### src/rtl/result_fifo_pkg.sv
// Shared definitions for the result path between the add/subtract stage and its consumer.
package result_fifo_pkg;

  localparam int RESULT_WIDTH = 8;
  localparam int RESULT_DEPTH = 4;

  typedef struct packed {
    logic       sign;
    logic [7:0] data;
  } result_entry_t;

endpackage

### src/rtl/result_fifo_store.sv
// Register array holding buffered results: one write port, one asynchronous read port.
module result_store
  import result_fifo_pkg::*;
#(
  parameter int WIDTH = RESULT_WIDTH,
  parameter int DEPTH = RESULT_DEPTH,
  parameter int AW    = 2
) (
  input  logic          clk,
  input  logic          we,
  input  logic [AW-1:0] waddr,
  input  logic [WIDTH:0] wdata,
  input  logic [AW-1:0] raddr,
  output logic [WIDTH:0] rdata
);

  logic [WIDTH:0] mem [DEPTH];

  // Storage is deliberately left unreset; validity is tracked by the pointers and count.
  always_ff @(posedge clk) begin
    if (we) begin
      mem[waddr] <= wdata;
    end
  end

  assign rdata = mem[raddr];

endmodule

### src/rtl/result_fifo.sv
// First-word-fall-through buffer for (result, sign) pairs with valid/ready handshake and status.
module result_fifo
  import result_fifo_pkg::*;
#(
  parameter int WIDTH = RESULT_WIDTH,
  parameter int DEPTH = RESULT_DEPTH,
  parameter int AW    = 2
) (
  input  logic             clk,
  input  logic             rst,
  input  logic             clear,
  input  logic             in_valid,
  input  logic [WIDTH-1:0] in_data,
  input  logic             in_sign,
  output logic             in_ready,
  output logic             out_valid,
  output logic [WIDTH-1:0] out_data,
  output logic             out_sign,
  input  logic             out_ready,
  output logic [AW:0]      count,
  output logic             full,
  output logic             empty,
  output logic             overflow
);

  localparam logic [AW:0] FULL_COUNT = (AW+1)'(DEPTH);

  logic [AW-1:0] wr_ptr;
  logic [AW-1:0] rd_ptr;
  logic          push;
  logic          pop;
  logic [WIDTH:0] head;

  // Status depends only on registered count, so in_ready has no path from out_ready.
  assign full      = (count == FULL_COUNT);
  assign empty     = (count == '0);
  assign in_ready  = !full;
  assign out_valid = !empty;
  assign push      = in_valid && in_ready;
  assign pop       = out_valid && out_ready;

  always_ff @(posedge clk or negedge rst) begin
    if (!rst) begin
      wr_ptr   <= '0;
      rd_ptr   <= '0;
      count    <= '0;
      overflow <= 1'b0;
    end else if (clear) begin
      wr_ptr   <= '0;
      rd_ptr   <= '0;
      count    <= '0;
      overflow <= 1'b0;
    end else begin
      if (push) begin
        wr_ptr <= wr_ptr + 1'b1;
      end
      if (pop) begin
        rd_ptr <= rd_ptr + 1'b1;
      end
      case ({push, pop})
        2'b10:   count <= count + 1'b1;
        2'b01:   count <= count - 1'b1;
        default: count <= count;
      endcase
      if (in_valid && full) begin
        overflow <= 1'b1;
      end
    end
  end

  result_store #(
    .WIDTH (WIDTH),
    .DEPTH (DEPTH),
    .AW    (AW)
  ) u_store (
    .clk   (clk),
    .we    (push && !clear),
    .waddr (wr_ptr),
    .wdata ({in_sign, in_data}),
    .raddr (rd_ptr),
    .rdata (head)
  );

  assign out_data = head[WIDTH-1:0];
  assign out_sign = head[WIDTH];

endmodule

### config.mk
export PLATFORM = sky130hd
export DESIGN_NAME = result_fifo
export DESIGN_NICKNAME = d
export VERILOG_FILES = /design/src/rtl/result_fifo_pkg.sv /design/src/rtl/result_fifo_store.sv /design/src/rtl/result_fifo.sv
export SDC_FILE = /design/constraint.sdc
export NUM_CORES = 1
export LEC_CHECK = 0
export ABC_AREA = 1
export BUFFER_PORTS_ARGS = -buffer_cell sky130_fd_sc_hd__buf_2
export CAP_MARGIN = 25
export CORE_ASPECT_RATIO = 1.5
export CORE_MARGIN = 3
export CORE_UTILIZATION = 59
export CTS_CLUSTER_SIZE = 20
export DETAILED_ROUTE_END_ITERATION = 12
export PLACE_DENSITY = 0.87
export SLEW_MARGIN = 10
export SYNTH_ARGS = -nofsm -noshare
export SYNTH_HDL_FRONTEND = slang
export SYNTH_SLANG_ARGS = --single-unit
### constraint.sdc
create_clock -name clk -period 4.9 [get_ports clk]
set_input_delay 0.735 -clock clk [delete_from_list [all_inputs] [get_ports clk]]
set_output_delay 0.735 -clock clk [all_outputs]
set_load 0.01 [all_outputs]
==> results of run 1 <==
## flip-flops by register name, indices dropped and copies added (netlist names)
register / count
u_store.mem: 36
count: 3
rd_ptr: 2
wr_ptr: 2
overflow: 1
## metal layers
metal	part of all wire, %	track usage (%)	up-vias
met4	5.0	19.0	0
met5	0	0	-
met2	55	36.0	46
met3	5.2	4.70	15
met1	34	16.9	603
li1	-	-	609
## through the flow
step / util, % / std cells / instance area [µm²] / hold slack (ns) / worst slack, ns
after global placement: 69.5 / 222 / 2090 / 0.480 / 2.56
after CTS: 73.7 / 230 / 2210 / 0.273 / 2.31
final: 73.7 / 230 / 2210 / 0.284 / 2.32
after global routing: 73.7 / 230 / 2210 / 0.271 / 2.19
after floorplan: - / 159 / 1920 / 0.439 / 3.00
after detailed placement: 69.5 / 222 / 2090 / 0.512 / 2.56
## kinds of logic after synthesis
kind of cell | count (synthesis) | synth area share, %
xor+xnor | 2 | 0.914
simple gates | 53 | 13.5
flops | 44 | 66.8
compound gates | 33 | 10.3
buf+inv | 22 | 4.77
fa+ha+maj | 5 | 3.66
## placed cells by master, fill, tap and decap left out
cell and n:
sky130_fd_sc_hd__clkbuf_8 7, sky130_fd_sc_hd__a21oi_4 1, sky130_fd_sc_hd__inv_2 2, sky130_fd_sc_hd__o21ai_0 18
sky130_fd_sc_hd__inv_4 1, sky130_fd_sc_hd__o21a_1 1, sky130_fd_sc_hd__a21oi_2 2, sky130_fd_sc_hd__nand3_1 5
sky130_fd_sc_hd__xor2_1 1, sky130_fd_sc_hd__nand2_2 4, sky130_fd_sc_hd__inv_1 13, sky130_fd_sc_hd__nand2_1 11
sky130_fd_sc_hd__nand2_4 3, sky130_fd_sc_hd__nand4_1 3, sky130_fd_sc_hd__o21ai_1 2, sky130_fd_sc_hd__edfxtp_1 36
sky130_fd_sc_hd__nor2_4 1, sky130_fd_sc_hd__nand3_2 1, sky130_fd_sc_hd__o22ai_1 9, sky130_fd_sc_hd__xnor2_1 1
sky130_fd_sc_hd__dfrtp_1 8, sky130_fd_sc_hd__bufinv_16 1, sky130_fd_sc_hd__ha_1 4, sky130_fd_sc_hd__nor2_1 25
sky130_fd_sc_hd__buf_2 30, sky130_fd_sc_hd__fa_1 1
## where the power goes
part           internal, W  total, W  leakage, nW  switching [W]
logic             0.000123  0.000328        0.417       0.000205
clock network     0.000180  0.000289       0.0645       0.000109
registers         0.000440  0.000491        0.433      0.0000508
total             0.000743   0.00111        0.915       0.000365
## layout make-up
class	count	area [µm²]	share of cell area, %
Sequential cell	44	1280	57.9
Inverter	16	62.6	2.83
Clock inverter	1	30.0	1.36
Clock buffer	7	96.3	4.35
Timing Repair Buffer	30	150	6.78
Multi-Input combinational cell	93	544	24.6
Tap cell	39	48.8	2.20
## worst paths after layout
path	start	to	slack, ns
max	rd_ptr[0]	out_sign	2.32
min	rst	wr_ptr[0]	0.28
max reg2reg	count[1]	count[2]	2.85
min reg2reg	overflow	overflow	0.51
max in group asynchronous	rst	count[2]	4.44
min in group clk	overflow	overflow	0.51
## worst register-to-register path, delay by kind of cell, from the launching register on
family                   cells  cell delay [ns]
buffers and inverters        2             0.11
AND/OR/NAND/NOR              8             0.76
flip-flops                   1             0.45
XOR/XNOR                     1             0.19
adder cells (fa/ha/maj)      1             0.42
==> run summary, run 1 <==
### Power
• **power density normalized to cell area** 500 nW/µm²
• **leak pwr** 0.915 nW
• **Design Power** 0.00111 W
• **VDD IR-drop max** 346 µV

### Routing
• **vias per cell** 5.53
• **First DRT Iteration DRCs** 55
• **total via count in the routed design** 1273
• **total length of routed wires** 3540 µm
• **count of nets left with antenna violations after detail routing** 0
• **DRC violations left** 0
• **detail-routed net length per standard cell** 15.4 µm
• **1st-pass router iterations** 4

### Critical path
• **depth of the worst register-to-register path** 12
• **Crit path depth** 4
• **data arrival time of the critical path** 1.84 ns
• **critical path startpoint category** flop
• **CP max stage delay** 0.74 ns
• **Slowest-stage cell, CP** sky130_fd_sc_hd__dfrtp_1
• **critical path cell sequence** inv_2 > o21ai_0 > o22ai_1 > buf_2
• **Setup Crit Path Kind** flop to primary output
• **critical path peak fanout** 21
• **number of buffer and inverter instances along the worst setup path** 2
• **largest delay contributor family on the critical path** flip-flops
• **type of element capturing the critical path** primary output
• **data required time of the critical path** 4.16 ns

### Clocking
• **number of buffers on the longest clock path** 2
• **total clock buffers created by CTS** 5
• **CTS tree** yes
• **count of hold-fix buffers inserted at cts** 0
• **buffers inserted by post-CTS timing repair** 0
• **number of instances resized during post-cts repair** 0
• **CTS root buf** sky130_fd_sc_hd__clkbuf_8
• **source-to-sink clock delay at the later pin of the worst-skew pair** 0.29 ns
• **total number of clock tree sinks** 44
• **htree depth** 2
• **clock-pin slew of the registers on the worst-case setup and hold paths** 0.07 ns

### Placed design
• **count of port buffers added during placement** 30
• **post-DP HPWL** 2490 µm
• **global placement routability congestion** 0.785

### GRT
• **pin count of the biggest net entering global routing** 22
• **number of antenna violations at the first check in global routing** 0
• **global-route total usage across every layer** 19.9%
• **vias in the first global route** 1224
• **remaining global-route overflow** 0
• **global-route wire length before repair** 5300 µm

### Final layout
• **share of layout cells above drive strength 1** 27.7%
• **fillers** 199
• **count of inserted antenna diode cells** 0
• **Syn-to-layout area delta** 15.5%
• **Final nets** 209

### Timing
• **setup violation total in the final timing report** 0
• **time the worst path needs with I/O delays and setup** 2.58 ns
• **headroom to the max-slew limit** 42.3%
• **highest attainable clock frequency** 388 MHz
• **setup TNS after final layout** 0 ns
• **total count of max-transition violations in the final report** 0
• **Tightest Pin Transition** 0.862 ns
• **setup repair after global routing missed its margin** false
• **final worst path period share** 52.6%
• **hold violation count in the final report** 0
• **skew final** 0.00293 ns

### Synthesis
• **post-synthesis async set-or-reset flop share** 18.2%
• **cell area after technology mapping** 1920 µm²
• **Post-Syn Nets** 178
• **dominant synthesized flop cell** sky130_fd_sc_hd__edfxtp_1
• **count of distinct cell types in the synthesized netlist** 27
• **yosys synthesis warning count** 0
• **part of the Yosys area used for sequential elements** 66.8%
• **synthesis-stage register bit count** 44
• **Cells after Synth** 159
• **Synth area leader** sky130_fd_sc_hd__edfxtp_1
• **number of flops mapped to enable cells by yosys** 36
• **cell types occupying the most area after synthesis** sky130_fd_sc_hd__edfxtp_1 56%, sky130_fd_sc_hd__dfrtp_1 10%, sky130_fd_sc_hd__nor2_1 4.9%
• **commonest cells in the netlist** 36 x sky130_fd_sc_hd__edfxtp_1, 25 x sky130_fd_sc_hd__nor2_1, 18 x sky130_fd_sc_hd__o21ai_0
• **area share of the largest cell type after synthesis** 56.4%
• **Avg Inst Size Synth** 12.1 µm²
• **cell with the most instances after synthesis** sky130_fd_sc_hd__edfxtp_1

### Min path
• **class of the most critical hold timing path** primary input to async pin

### Flow run
• **# Max-Cap Violations** 0

### Die
• **effective utilization at floorplan** 63.8%
• **Die X** 52.5 µm
• **Std-Cell Core Area** 3000 µm²
• **area of the die** 3980 µm²
• **standard-cell row count** 24
• **number of placed I/O pins** 31
• **height of the die** 75.8 µm

### Run status
• **run status** complete, no violations

Power figures use the tool's default switching activity.
==> run 2, diff against run 1 <==
--- a/config.mk
+++ b/config.mk
@@ -5,15 +5,15 @@
 export SDC_FILE = /design/constraint.sdc
 export NUM_CORES = 1
 export LEC_CHECK = 0
-export ABC_AREA = 1
+export ABC_AREA = 0
 export BUFFER_PORTS_ARGS = -buffer_cell sky130_fd_sc_hd__buf_2
 export CAP_MARGIN = 25
 export CORE_ASPECT_RATIO = 1.5
 export CORE_MARGIN = 3
-export CORE_UTILIZATION = 59
+export CORE_UTILIZATION = 55
 export CTS_CLUSTER_SIZE = 20
 export DETAILED_ROUTE_END_ITERATION = 12
-export PLACE_DENSITY = 0.87
+export PLACE_DENSITY = 0.82
 export SLEW_MARGIN = 10
 export SYNTH_ARGS = -nofsm -noshare
 export SYNTH_HDL_FRONTEND = slang
==> constraint.sdc (replaced) <==
create_clock -name clk -period 2.4 [get_ports clk]
set_input_delay 0.36 -clock clk [delete_from_list [all_inputs] [get_ports clk]]
set_output_delay 0.36 -clock clk [all_outputs]
set_load 0.01 [all_outputs]
==> run summary, run 2 <==
### GRT
• **GR Layer Usage met2** 29.4%, -6.7 points
• **global-route wire length before repair** 5270 µm, -0.53%
• **GRT busiest layer** met2
• **number of antenna violations at the first check in global routing** 0, unchanged
• **remaining global-route overflow** 0, unchanged
• **pin count of the biggest net entering global routing** 15, -32%
• **met1 Resource Use GR** 20.1%, +3.1 points
• **global-route total usage across every layer** 17.7%, -2.2 points
• **vias in the first global route** 1154, -5.7%
• **met3 capacity usage during global routing** 3.94%, -0.76 points

### Critical path
• **critical path peak fanout** 12, -43%
• **data required time of the critical path** 2.59 ns, -1.57 ns
• **CP max stage delay** 0.52 ns, -0.22 ns
• **Setup Crit Path Kind** flop to flop
• **data arrival time of the critical path** 2.25 ns, +0.41 ns
• **type of element capturing the critical path** flop
• **critical path cell sequence** o31ai_1 > a21oi_1 > fa_1 > a31oi_1 > nor4_1
• **critical path startpoint category** flop
• **Slowest-stage cell, CP** sky130_fd_sc_hd__dfrtp_1

### Synthesis
• **cell with the most instances after synthesis** sky130_fd_sc_hd__edfxtp_1
• **share of the synthesized area in compound gates (AO/OA/AOI/OAI)** 6.25%, -4.1 points
• **synthesis-stage register bit count** 44, unchanged
• **adder-cell share of the synthesized area** 3.61%, -0.045 points
• **yosys synthesis warning count** 0, unchanged
• **cell types occupying the most area after synthesis** sky130_fd_sc_hd__edfxtp_1 56%, sky130_fd_sc_hd__mux4_2 10%, sky130_fd_sc_hd__dfrtp_1 10%
• **area share of the largest cell type after synthesis** 55.7%, -0.69 points
• **Cells after Synth** 118, -26%
• **simple-gate share of the synthesized area** 8.12%, -5.4 points
• **Synth area leader** sky130_fd_sc_hd__edfxtp_1
• **Post-Syn Nets** 137, -23%
• **part of the Yosys area used for sequential elements** 66.0%, -0.82 points
• **xor/xnor share of the synthesized area** 1.35%, +0.44 points
• **main combinational cell family by area after synthesis** multiplexers
• **Avg Inst Size Synth** 16.4 µm², +36%
• **number of flops mapped to enable cells by yosys** 36, unchanged
• **dominant synthesized flop cell** sky130_fd_sc_hd__edfxtp_1
• **count of distinct cell types in the synthesized netlist** 36, +33%
• **commonest cells in the netlist** 36 x sky130_fd_sc_hd__edfxtp_1, 9 x sky130_fd_sc_hd__mux4_2, 8 x sky130_fd_sc_hd__dfrtp_1
• **cell area after technology mapping** 1940 µm², +1.2%
• **post-synthesis async set-or-reset flop share** 18.2%, unchanged
• **mux share of post-synthesis cell area** 10.4%, +10 points

### Routing
• **total length of routed wires** 3200 µm, -9.7%
• **total via count in the routed design** 1112, -13%
• **DRC violations left** 0, unchanged
• **First DRT Iteration DRCs** 22, -60%
• **1st-pass router iterations** 4, unchanged
• **vias per cell** 5.85, +5.7%
• **count of nets left with antenna violations after detail routing** 0, unchanged
• **detail-routed net length per standard cell** 16.8 µm, +9.3%

### Clocking
• **CTS tree** yes
• **source-to-sink clock delay at the later pin of the worst-skew pair** 0.30 ns, about the same
• **clock-pin slew of the registers on the worst-case setup and hold paths** 0.08 ns, about the same
• **number of buffers on the longest clock path** 2, unchanged
• **total number of clock tree sinks** 44, unchanged
• **CTS root buf** sky130_fd_sc_hd__clkbuf_8
• **htree depth** 2, unchanged
• **total clock buffers created by CTS** 5, unchanged

### Power
• **leak pwr** 0.813 nW, -11%
• **VDD IR-drop max** 557 µV, +61%
• **power density normalized to cell area** 799 nW/µm², +60%

### Final layout
• **most frequent cells in the layout** 36 x sky130_fd_sc_hd__edfxtp_1, 30 x sky130_fd_sc_hd__buf_2, 9 x sky130_fd_sc_hd__mux4_2, 8 x sky130_fd_sc_hd__dfrtp_1
• **share of layout cells above drive strength 1** 35.3%, +7.6 points
• **Syn-to-layout area delta** 13.9%
• **fillers** 239, +20%
• **Non-Filler Instances** 190, -17%
• **Regs by FF count** u_store.mem x36, count x3
• **max FFs per register** 36, unchanged
• **leading cell type in the layout, fill and taps excluded** sky130_fd_sc_hd__edfxtp_1
• **end-of-flow core utilization** 68.0%, -5.7 points
• **count of inserted antenna diode cells** 0, unchanged
• **area occupied by multi-input gates** 578 µm², +6.2%
• **register with the highest flop count** u_store.mem
• **FF/Latch Area** 1280 µm², unchanged
• **Final nets** 168, -20%

### Timing
• **highest attainable clock frequency** 485 MHz
• **setup violation total in the final timing report** 0, unchanged
• **total count of max-transition violations in the final report** 0, unchanged
• **setup repair after global routing missed its margin** false
• **setup TNS after final layout** 0 ns, unchanged
• **final worst path period share** 85.9%
• **hold violation count in the final report** 0, unchanged
• **Tightest Pin Transition** 0.469 ns, -0.393 ns
• **skew final** 0.00371 ns, +0.000780 ns
• **time the worst path needs with I/O delays and setup** 2.06 ns
• **Worst Hold Margin** 0.276 ns, -0.00832 ns
• **headroom to the max-slew limit** 68.7%, +26 points

### Die
• **Die X** 54.5 µm, +3.7%
• **standard-cell row count** 25, +4.2%
• **Std-Cell Core Area** 3250 µm², +8.3%
• **number of placed I/O pins** 31, unchanged
• **effective utilization at floorplan** 59.7%, -4.2 points
• **area of the die** 4290 µm², +7.8%
• **height of the die** 78.8 µm, +3.9%

### Flow run
• **# Max-Cap Violations** 0, unchanged

### Placed design
• **post-DP HPWL** 2260 µm, -9.0%
• **count of port buffers added during placement** 30, unchanged
• **global placement routability congestion** 0.680, -13%
• **number of instances in the placed design** 181, -18%

### Run status
• **run status** complete, no violations

### Min path
• **class of the most critical hold timing path** primary input to flop

## run 2: cell count changes after synthesis, moves of 5 or more
cell                       change
sky130_fd_sc_hd__mux4_2        +9
sky130_fd_sc_hd__and2_1        +5
sky130_fd_sc_hd__o22ai_1       -8
sky130_fd_sc_hd__inv_1         -8
sky130_fd_sc_hd__a21oi_1       +6
sky130_fd_sc_hd__o21ai_0      -17
sky130_fd_sc_hd__nand2_1      -11
sky130_fd_sc_hd__nand2b_1      +5
sky130_fd_sc_hd__nor2_1       -22
## run 2: cell type report
cell class              instances  share of cell area [%]
clock buffers                   7                    3.90
clock inverters                 1                   0.340
inverters                       6                    1.25
multi-input cells              60                    26.1
flip-flops and latches         44                    58.0
well taps                      40                    2.26
repair buffers                 32                    8.15
## run 2: cell families (layout without fill, tap and decap cells)
family / count (synthesis) / in the layout
adder cells (fa/ha/maj): 5 / 5
AND/OR/NAND/NOR: 25 / 25
multiplexers: 9 / 9
flip-flops: 44 / 44
buffers and inverters: 14 / 46
AO/OA/AOI/OAI: 18 / 18
XOR/XNOR: 3 / 3
## run 2: final timing paths
path	start	to	slack [ns]	cells past startpoint
max in group asynchronous	rst	wr_ptr[1]	1.79	2
min reg2reg	overflow	overflow	0.51	2
max reg2reg	count[1]	count[1]	0.34	5
max	count[1]	count[1]	0.34	5
min	in_data[1]	u_store.mem[2][1]	0.28	1
min in group asynchronous	rst	count[1]	0.43	2
## run 2: per-layer routing
layer / part of all wire, % / up-vias / wire (µm)
met2: 55 / 33 / 1750
met5: 0 / - / 0
met4: 2.6 / 0 / 82
li1: - / 514 / -
met3: 6.3 / 7 / 203
met1: 36 / 558 / 1170
## run 2: per-stage QoR
stage	setup slack, ns	cell area [µm²]	total power, W
global route	0.183	2210	0.00185
global placement	0.535	2110	0.00130
detailed placement	0.381	2110	0.00132
CTS	0.341	2210	0.00178
floorplan	0.515	1940	0.00119
finish	0.340	2210	0.00177
## run 2: power breakdown
part	total, W	switching, W	internal (W)
logic	0.000367	0.000175	0.000192
registers	0.000931	0.0000619	0.000869
clock network	0.000468	0.000235	0.000234
total	0.00177	0.000472	0.00129
## run 2: timing repair
item,CTS,global route
hold buffers,1,0
buffers inserted,0,0
endpoints found under the hold margin,8,0
gates resized for setup,0,0
## run 2: worst max-delay path: cells and delay by family, from the launching register on
kind                       cells  cell delay (ns)
AOI/OAI and AO/OA              3             0.60
DFF                            1             0.52
adders and majority gates      1             0.52
and+or+nand+nor                1             0.31
